**config.mk**
```make
export PLATFORM = sky130hd
export DESIGN_NAME = keypad_operand_entry
export DESIGN_NICKNAME = d
export VERILOG_FILES = /design/src/rtl/keypad_operand_entry_pkg.sv /design/src/rtl/keypad_operand_entry_scanner.sv /design/src/rtl/keypad_operand_entry.sv
export SDC_FILE = /design/constraint.sdc
export NUM_CORES = 1
export LEC_CHECK = 0
export ABC_AREA = 1
export CORE_MARGIN = 2
export CORE_UTILIZATION = 26
export CTS_BUF_LIST = sky130_fd_sc_hd__clkbuf_4
export CTS_CLUSTER_DIAMETER = 150
export DETAILED_ROUTE_END_ITERATION = 10
export GPL_TIMING_DRIVEN = 0
export HOLD_SLACK_MARGIN = 0.08
export PLACE_DENSITY_LB_ADDON = 0.1
export SYNTH_ARGS = -nofsm -noshare
export SYNTH_HDL_FRONTEND = slang
export SYNTH_SLANG_ARGS = --single-unit
```
**constraint.sdc**
```tcl
create_clock -name clk -period 1.8 [get_ports clk]
set_input_delay 0.27 -clock clk [delete_from_list [all_inputs] [get_ports clk]]
set_output_delay 0.27 -clock clk [all_outputs]
set_load 0.1 [all_outputs]
```
**src/rtl/keypad_operand_entry_pkg.sv**
```systemverilog
// Shared calc definitions: key codes, scanner state encoding and the digit decode.
package keypad_operand_entry_pkg;

  localparam logic [3:0] KEY_A    = 4'h3;
  localparam logic [3:0] KEY_B    = 4'h7;
  localparam logic [3:0] KEY_C    = 4'hB;
  localparam logic [3:0] KEY_STAR = 4'hC;
  localparam logic [3:0] KEY_HASH = 4'hE;
  localparam logic [3:0] KEY_D    = 4'hF;

  typedef enum logic [1:0] {
    ST_SCAN,
    ST_DEBOUNCE,
    ST_HOLD,
    ST_RELEASE
  } scan_state_t;

  // Returns {is_digit, bcd_digit} for a key code (row*4+col).
  function automatic logic [4:0] key_digit(input logic [3:0] code);
    logic [4:0] res;
    res = 5'b0_0000;
    case (code)
      4'h0: res = 5'b1_0001;
      4'h1: res = 5'b1_0010;
      4'h2: res = 5'b1_0011;
      4'h4: res = 5'b1_0100;
      4'h5: res = 5'b1_0101;
      4'h6: res = 5'b1_0110;
      4'h8: res = 5'b1_0111;
      4'h9: res = 5'b1_1000;
      4'hA: res = 5'b1_1001;
      4'hD: res = 5'b1_0000;
      default: res = 5'b0_0000;
    endcase
    return res;
  endfunction

endpackage

```
**src/rtl/keypad_operand_entry_scanner.sv**
```systemverilog
// 4x4 keypad scanner: row synchronizer, one-hot-low column drive and debounce FSM.
//   state       | meaning
//   ST_SCAN     | drive columns in turn, dwell SCAN_DIV cycles each, look for a low row
//   ST_DEBOUNCE | column held, latched row must stay low DEBOUNCE_CNT cycles
//   ST_HOLD     | key accepted, wait for all rows high (no auto-repeat)
//   ST_RELEASE  | all rows must stay high DEBOUNCE_CNT cycles before rescanning
module keypad_scanner
  import keypad_operand_entry_pkg::*;
#(
  parameter int SCAN_DIV     = 50000,
  parameter int DEBOUNCE_CNT = 500000
) (
  input  logic       clk,
  input  logic       rst_n,
  input  logic [3:0] row,
  output logic [3:0] col,
  output logic       accept,
  output logic [3:0] accept_code,
  output logic       key_valid,
  output logic [3:0] key_code
);

  localparam int MAXC = (SCAN_DIV > DEBOUNCE_CNT) ? SCAN_DIV : DEBOUNCE_CNT;
  localparam int CW   = $clog2(MAXC + 1);

  scan_state_t    state, state_nxt;
  logic [3:0]     row_meta, row_s;
  logic [1:0]     col_idx, col_idx_nxt;
  logic [1:0]     row_idx, row_idx_nxt;
  logic [CW-1:0]  cnt, cnt_nxt;
  logic [3:0]     key_code_nxt;

  always_ff @(posedge clk or negedge rst_n) begin
    if (!rst_n) begin
      row_meta  <= 4'hF;
      row_s     <= 4'hF;
      state     <= ST_SCAN;
      col_idx   <= 2'd0;
      row_idx   <= 2'd0;
      cnt       <= '0;
      key_valid <= 1'b0;
      key_code  <= 4'h0;
    end else begin
      row_meta  <= row;
      row_s     <= row_meta;
      state     <= state_nxt;
      col_idx   <= col_idx_nxt;
      row_idx   <= row_idx_nxt;
      cnt       <= cnt_nxt;
      key_valid <= accept;
      key_code  <= key_code_nxt;
    end
  end

  always_comb begin
    state_nxt    = state;
    col_idx_nxt  = col_idx;
    row_idx_nxt  = row_idx;
    cnt_nxt      = cnt + CW'(1);
    accept       = 1'b0;
    accept_code  = {row_idx, col_idx};
    key_code_nxt = key_code;
    case (state)
      ST_SCAN: begin
        if (cnt == CW'(SCAN_DIV - 1)) begin
          cnt_nxt = '0;
          if (row_s != 4'hF) begin
            state_nxt = ST_DEBOUNCE;
            // Lowest row index wins when several keys share the column.
            if (!row_s[0])      row_idx_nxt = 2'd0;
            else if (!row_s[1]) row_idx_nxt = 2'd1;
            else if (!row_s[2]) row_idx_nxt = 2'd2;
            else                row_idx_nxt = 2'd3;
          end else begin
            col_idx_nxt = col_idx + 2'd1;
          end
        end
      end
      ST_DEBOUNCE: begin
        if (row_s[row_idx]) begin
          state_nxt   = ST_SCAN;
          col_idx_nxt = col_idx + 2'd1;
          cnt_nxt     = '0;
        end else if (cnt == CW'(DEBOUNCE_CNT - 1)) begin
          state_nxt    = ST_HOLD;
          cnt_nxt      = '0;
          accept       = 1'b1;
          key_code_nxt = {row_idx, col_idx};
        end
      end
      ST_HOLD: begin
        cnt_nxt = '0;
        if (row_s == 4'hF) state_nxt = ST_RELEASE;
      end
      ST_RELEASE: begin
        if (row_s != 4'hF) begin
          state_nxt = ST_HOLD;
          cnt_nxt   = '0;
        end else if (cnt == CW'(DEBOUNCE_CNT - 1)) begin
          state_nxt   = ST_SCAN;
          col_idx_nxt = col_idx + 2'd1;
          cnt_nxt     = '0;
        end
      end
      default: begin
        state_nxt = ST_SCAN;
        cnt_nxt   = '0;
      end
    endcase
  end

  assign col = ~(4'b0001 << col_idx);

endmodule

```
**src/rtl/keypad_operand_entry.sv**
```systemverilog
// Keypad operand entry: turns accepted keys into edits of two 4-digit BCD operands.
module keypad_operand_entry
  import keypad_operand_entry_pkg::*;
#(
  parameter int SCAN_DIV     = 50000,
  parameter int DEBOUNCE_CNT = 500000
) (
  input  logic        clk,
  input  logic        rst_n,
  input  logic [3:0]  row,
  output logic [3:0]  col,
  output logic [31:0] operandA,
  output logic [31:0] operandB,
  output logic        SW,
  output logic        key_valid,
  output logic [3:0]  key_code
);

  logic        accept;
  logic [3:0]  accept_code;
  logic [15:0] opa, opb, opa_nxt, opb_nxt, cur, edit;
  logic        sw, sw_nxt;
  logic [4:0]  dec;

  keypad_scanner #(
    .SCAN_DIV     (SCAN_DIV),
    .DEBOUNCE_CNT (DEBOUNCE_CNT)
  ) u_scanner (
    .clk         (clk),
    .rst_n       (rst_n),
    .row         (row),
    .col         (col),
    .accept      (accept),
    .accept_code (accept_code),
    .key_valid   (key_valid),
    .key_code    (key_code)
  );

  // Edits land on the same edge that raises key_valid, driven by the scanner's accept strobe.
  always_comb begin
    opa_nxt = opa;
    opb_nxt = opb;
    sw_nxt  = sw;
    dec     = key_digit(accept_code);
    cur     = sw ? opb : opa;
    edit    = cur;
    if (accept) begin
      if (dec[4]) begin
        edit = {cur[11:0], dec[3:0]};
      end else begin
        case (accept_code)
          KEY_A:    sw_nxt = 1'b0;
          KEY_B:    sw_nxt = 1'b1;
          KEY_C:    edit = 16'h0000;
          KEY_D:    edit = {4'h0, cur[15:4]};
          KEY_STAR: begin
            opa_nxt = 16'h0000;
            opb_nxt = 16'h0000;
            sw_nxt  = 1'b0;
          end
          KEY_HASH: begin
            opa_nxt = opb;
            opb_nxt = opa;
          end
          default: ;
        endcase
      end
      if (dec[4] || accept_code == KEY_C || accept_code == KEY_D) begin
        if (sw) opb_nxt = edit;
        else    opa_nxt = edit;
      end
    end
  end

  always_ff @(posedge clk or negedge rst_n) begin
    if (!rst_n) begin
      opa <= 16'h0000;
      opb <= 16'h0000;
      sw  <= 1'b0;
    end else begin
      opa <= opa_nxt;
      opb <= opb_nxt;
      sw  <= sw_nxt;
    end
  end

  assign operandA = {16'h0000, opa};
  assign operandB = {16'h0000, opb};
  assign SW       = sw;

endmodule
```
---- Word level (Yosys, flattened, before mapping) ----
Memories as Yosys holds them, arrays and structs flattened.
Cells that the tools add are included.
word-level totals
  flip-flop bits (word level) ............. 71
  latch bits .............................. 0
  memory bits (writable) .................. 0
  memory bits (read-only) ................. 80
  input bits .............................. 6
  output and inout port bits .............. 74
  word-level logic and storage cells ...... 91
  memories ................................ 1
cells by class
  $add $sub $neg .......................... 2
  multiply operators ...................... 0
  divide/modulo/power cells ............... 0
  $lt $le $gt $ge ......................... 1
  equality and inequality tests ........... 22
  shifts and indexed selects .............. 1
  multiplexer cells ....................... 39
  bitwise logic cells ..................... 3
  reduce and logical (&&, ||, !) cells .... 11
memory list
  memory           depth  width  read ports  clocked after Yosys merged registers in  write ports  line                            RTL
  (no name shown)  16     5      1           0                                        0            keypad_operand_entry_pkg.sv:22  case (code)
operators with widths
  kind                   number
  $mux 16                8
  $pmux 16 s2            3
  $mux 19                4
  $pmux 19 s4            1
  $mux 2                 14
  $eq 4x4->1 const B     5
  $add 19x1->19 const B  1
  $eq 19x16->1 const B   1
  $eq 19x19->1 const B   1
  $ne 2x1->1 const B     5
  $reduce_and 3->1       3
  $pmux 2 s4             1
  $ne 3x1->1 const B     2
  $pmux 2 s3             1
  $reduce_and 6->1       1
  $mux 1                 5
  $reduce_and 5->1       1
  $eq 2x2->1 const B     2
  $eq 4x2->1 const B     1
  $eq 4x3->1 const B     1
  $ne 2x2->1 const B     2
  $ne 4x4->1 const B     1
  $not 4->4              1
  $shl 1x2->4 const A    1
  other kinds (11)       13

---- Logic depth before layout (Yosys ltp) ----
Gate-level depths: netlist of run 1.
  word-level depth ........................ 5
  depth in mapped cells ................... 12
  depth with buffers taken out ............ 11

---- Modules after synthesis ----
Synthesis of run 1 repeated with hierarchy kept, for this count alone.
second synthesis, totals
  cells, all modules ...................... 721
  area, all modules ....................... 5036.1 um2
by module, submodules not included
  module                instances  cells each  area an instance (um2)  sequential area each (um2)
  keypad_operand_entry  1          476         3012.9                  825.8
  keypad_scanner        1          245         2023.2                  960.9

---- Least setup slack after synthesis of run 1 ----
No wires, ideal clock.
  path type ............................... register to register
  from .................................... reg sw (netlist: SW)
  to ...................................... reg opa[1]
  setup time .............................. 120 ps
  arrival ................................. 2097 ps
  data required time ...................... 1680 ps
  setup slack ............................. -417 ps
  cell stages (with the launch flop) ...... 9
  path buffers ............................ 1
  clock period less this slack ............ 2217 ps
  path through ............................ dfrtp_1 buf_2 clkinv_1 o21ai_0 nor2_1 o21ai_1 nand2_1 nand3_1 nand2_1
on the way
  word-level cells in the longest chain between the ends .. 5
RTL lines
  item                      line                        RTL
  start: declaration        keypad_operand_entry.sv:22  logic sw, sw_nxt;
  start signal: assignment  keypad_operand_entry.sv:83  sw <= sw_nxt;
  $mux 16                   keypad_operand_entry.sv:45  cur = sw ? opb : opa;
  $pmux 16 s2               keypad_operand_entry.sv:51  case (accept_code)
  $mux 16                   keypad_operand_entry.sv:48  if (dec[4]) begin
  $mux 16 (*)               keypad_operand_entry.sv:69  if (sw) opb_nxt = edit;
  $mux 16 (*)               keypad_operand_entry.sv:68  if (dec[4] || accept_code == KEY_C || accept_code == KEY_D) begin
  end signal: assignment    keypad_operand_entry.sv:81  opa <= opa_nxt;
  end: declaration          keypad_operand_entry.sv:21  logic [15:0] opa, opb, opa_nxt, opb_nxt, cur, edit;
Mark *: on every way between the ends. The rest lies on a longest branch, timed or not.
A chain may end at the register's enable or synchronous reset.

---- Final worst setup path of run 1 ----
  from .................................... reg u_scanner.col_idx[0]
  to ...................................... reg opb[3]
on the way
  word-level cells in the longest chain between the ends .. 5
  elaborated cells between the ends (all ways) .. 13
  those cells by class .................... 4 x eq/ne; 6 x mux; 2 x reduce/logical; 1 x memory
RTL lines
  item                                                                  line                                RTL
  start: declaration                                                    keypad_operand_entry_scanner.sv:28  logic [1:0] col_idx, col_idx_nxt;
  start signal: assignment                                              keypad_operand_entry_scanner.sv:47  col_idx <= col_idx_nxt;
  parallel branches: the longest is 4 deep, another holds $mem_v2 16x5  --
  $mux 16 (*)                                                           keypad_operand_entry.sv:68
  end signal: assignment                                                keypad_operand_entry.sv:82          opb <= opb_nxt;
  end: declaration                                                      keypad_operand_entry.sv:21
Every way passes the cells marked *.

==> metrics.md, run 1 <==
| Metric | Value |
|---|---|
| Later-pin clock latency in the skew report | `480 ps` |
| HP Start | `row[0]` |
| CP max FO | `6` |
| Via count | `5,260` |
| Seq cells post-synth | `71` |
| Worst ir drop on vdd | `0.313 mV` |
| GRT met1 Usage | `0.214` |
| Slew Limit Headroom | `0.633` |
| Port-buffer cells | `47` |
| RR Endpoint | `opb[3]$_DFFE_PN0P_` |
| Largest stage delay on the critical path | `470 ps` |
| Cells after Synth | `719` |
| Clk sinks | `71` |
| CP cell instances | `buf_12 > ha_4 > nand2_4 > nand2_8 > buf_12 > nand2_8 > nand2_8 > inv_8 > buf_8 > nand2_1 > nand3_2 > nand2_2` |
| Distinct cells, synth | `40` |
| Largest net degree at the start of global routing | `46` |
| Die H | `143 um` |
| Global-route wire length before repair | `27,000 um` |
| Slew @ Worst Pin | `553 ps` |
| Met3 GRT Util | `0.0380` |
| HPWL after detailed placement | `11,800 um` |
| Outcome | `finished, violations left` |
| WP depth | `12` |
| Delay-heaviest family, CP | `simple AND/OR/NAND/NOR gates` |
| Layout overhead on the synthesized area | `45.9%` |
| Setup violators final | `30` |
| Met2 Use GR | `0.285` |
| Initial DRC count | `393` |
| Initial antenna violation count | `0` |
| Drt via density | `4.67` |
| RSZ-0062 raised after global routing | `true` |
| Final Critical Period | `1850 ps` |
| CTS max path bufs | `2` |
| Ratio of cells with drive above 1 in the final layout | `0.385` |
| CTS tree | `done` |
| Max_cap viols | `0` |
| Fin. max-slew vios | `0` |
| Total grt overflow | `0` |
| # rows | `50` |
| IO Pins | `80` |
| Placed Area | `6030 um2` |
| Fmax | `541 MHz` |
| Vias in the first global route | `5,023` |
| Finished Cell Area | `7370 um2` |
| Worst setup path endpoint | `opb[3]$_DFFE_PN0P_` |
| Yosys warns | `0` |
| Fill cell count | `1,980` |
| Total Routing Usage GR | `0.171` |
| Synth top area share | `0.312` |
| Area of the core | `18,900 um2` |
| Synth area leaders | `dfrtp_1 (31%), nand2_1 (17%), nand3_1 (11%)` |
| Num CTS Buffers | `9` |
| DRC | `0` |
| Worst EP arrival | `2220 ps` |
| Clock input transition at the sequential cells of the worst setup and hold paths | `150 ps` |
| Area of the multi-input gates | `3170 um2` |
| Critical Path Sink Type | `flip-flop` |
| Clock Root Buffer | `clkbuf_4` |
| Syn Std Cell Area | `5050 um2` |
| Final Hold Slack | `206 ps` |
| Syn avg cell area | `7.03 um2` |
| Critical path launch point type | `flip-flop` |
| Starting Density | `0.267` |
| Final wirelength | `17,600 um` |
| Register Area | `1800 um2` |
| Setup slack, reg-to-reg | `-50 ps` |
| PwrDens | `444 nW/um2` |
| Crit path from | `u_scanner.col_idx[0]$_DFFE_PN0P_` |
| Kind of critical path | `flip-flop to flip-flop` |
| Antenna Nets Post-Route | `0` |
| Fin nets | `872` |
| Min-delay worst type | `input pin to flip-flop` |
| R2R cell count | `12` |
| Crit-path most repeated cell | `nand2_8` |
| Required @ worst endpoint | `2170 ps` |
| Final Skew | `27.2 ps` |
| Worst path bufs/invs | `4` |
| Final period util | `1.03` |
| Final hold viol count | `0` |
| Gpl congestion | `0.887` |
| Slowest stage cell, crit path | `dfrtp_2` |
| Crit Reg-Reg Startpoint | `u_scanner.col_idx[0]$_DFFE_PN0P_` |
| WL/cell | `15.6 um` |
| Leakage power | `3.50 nW` |
| Die X | `143 um` |
| PnR worst setup slack | `-49.2 ps` |
| Yosys top cell by area | `dfrtp_1` |
| H-Tree Depth | `3` |
| Die area | `20,600 um2` |
| Failing checks | `setup timing` |
| N_diodes | `0` |
| Top Usage Layer GRT | `met2` |
| Drt pass-1 iters | `5` |
| Sequential area share after synthesis | `0.354` |
registers in the layout (all words and copies together) (netlist names):
name / flops
SW: 1
opa: 16
opb: 16
u_scanner.cnt: 19
u_scanner.col_idx: 2
u_scanner.key_code: 4
u_scanner.key_valid: 1
u_scanner.row_idx: 2
u_scanner.row_meta: 4
u_scanner.row_s: 4
u_scanner.state: 2
metrics by stage:
stage          total power, mW  cells  setup slack (ps)  utilization  setup TNS (ps)
2_1_floorplan             2.00    750              -280            -           -8320
3_3_place_gp              2.04   1057             -2480        0.318         -161880
3_5_place_dp              2.05   1058              -449        0.319          -13170
4_1_cts                   3.32   1113             -98.4        0.380           -1610
5_1_grt                   3.41   1126              -130        0.390           -3480
6_report                  3.27   1126             -49.2        0.390            -764
cell type report:
type	count	area share
Buffer	58	0.0730
Clock buffer	11	0.0112
Clock inverter	5	0.0114
Inverter	60	0.0355
Multi-Input combinational cell	558	0.430
Sequential cell	71	0.244
Tap cell	260	0.0441
Timing Repair Buffer	103	0.151
where the power goes:
| part | switching [mW] | internal [mW] | leakage [nW] | total, mW |
|---|---|---|---|---|
| Combinational | 0.339 | 0.0670 | 2.48 | 0.406 |
| Clock | 0.651 | 0.596 | 0.0833 | 1.25 |
| Sequential | 0.00474 | 1.61 | 0.937 | 1.62 |
routing by layer:
| metal | share of wire | routed length (um) |
|---|---|---|
| met1 | 0.42 | 7460 |
| met5 | 0 | 0 |
| met2 | 0.48 | 8510 |
| met4 | 0.036 | 624 |
| met3 | 0.056 | 978 |
cells in the mapped netlist (all sizes together):
| library cell | n |
|---|---|
| a21boi | 1 |
| a21oi | 18 |
| and3 | 1 |
| buf | 58 |
| clkbuf | 3 |
| clkinv | 1 |
| conb | 1 |
| dfrtp | 63 |
| dfstp | 8 |
| ha | 5 |
| inv | 59 |
| nand2 | 245 |
| nand3 | 112 |
| nand4 | 10 |
| nor2 | 54 |
| nor3 | 7 |
| nor3b | 1 |
| nor4 | 1 |
| o211ai | 4 |
| o21ai | 51 |
| o21bai | 1 |
| or2 | 3 |
| xnor2 | 1 |
| xor2 | 11 |
layout by cell type, fill, tap and decap left out, types with 10 or more instances in the layout:
cell type	n
inv_1	45
nand2_1	196
o21ai_1	15
o21ai_2	11
nand3_2	35
buf_16	11
nand2_4	12
clkbuf_4	11
buf_4	71
nand3_1	73
nor2_1	44
buf_2	27
nand4_1	10
buf_6	14
dfrtp_1	54
o21ai_0	25
buf_12	10
conb_1	32
xor2_1	11
nand2_2	32
repair_timing:
action / CTS / global route
pin swaps: 55 / 25
gates cloned: 10 / 0
setup buffers: 30 / 14
hold endpoints to repair: 48 / 0
gates resized for setup: 302 / 92
hold buffers: 1 / 0
endpoints found under the setup margin: 97 / 73
worst min-delay path by stage:
stage / end / slack (ps) / cells past startpoint
after floorplan: SW$_DFFE_PN0P_ / -30 / 0
after global placement: u_scanner.row_s[0]$_DFF_PN1_ / 350 / 0
after detailed placement: opa[4]$_DFFE_PN0P_ / 230 / 1
after CTS: u_scanner.row_meta[0]$_DFF_PN1_ / 170 / 1
after global routing: u_scanner.row_meta[3]$_DFF_PN1_ / 180 / 1
final: u_scanner.row_meta[0]$_DFF_PN1_ / 210 / 1
kinds of logic (layout without fill, tap and decap cells):
group | count (synthesis) | count (layout) | share of synthesized area
XOR/XNOR | 12 | 12 | 0.0208
buffers and inverters | 121 | 237 | 0.141
adder cells (fa/ha/maj) | 5 | 5 | 0.0124
AND/OR/NAND/NOR | 434 | 434 | 0.388
other | 1 | 32 | 0.000742
flip-flops | 71 | 71 | 0.354
AO/OA/AOI/OAI | 75 | 75 | 0.0832
Power figures use the tool's default switching activity.
==> run 2: changes to the inputs <==
- CAP_MARGIN: default -> 15
==> results of run 2 <==
Same layout as run 1: the final DEF is identical, and so are final timing and power.
==> run 3: changes to the inputs <==
- CAP_MARGIN: 15 -> 30
==> results of run 3 <==
Same layout as run 1: the final DEF is identical, and so are final timing and power.
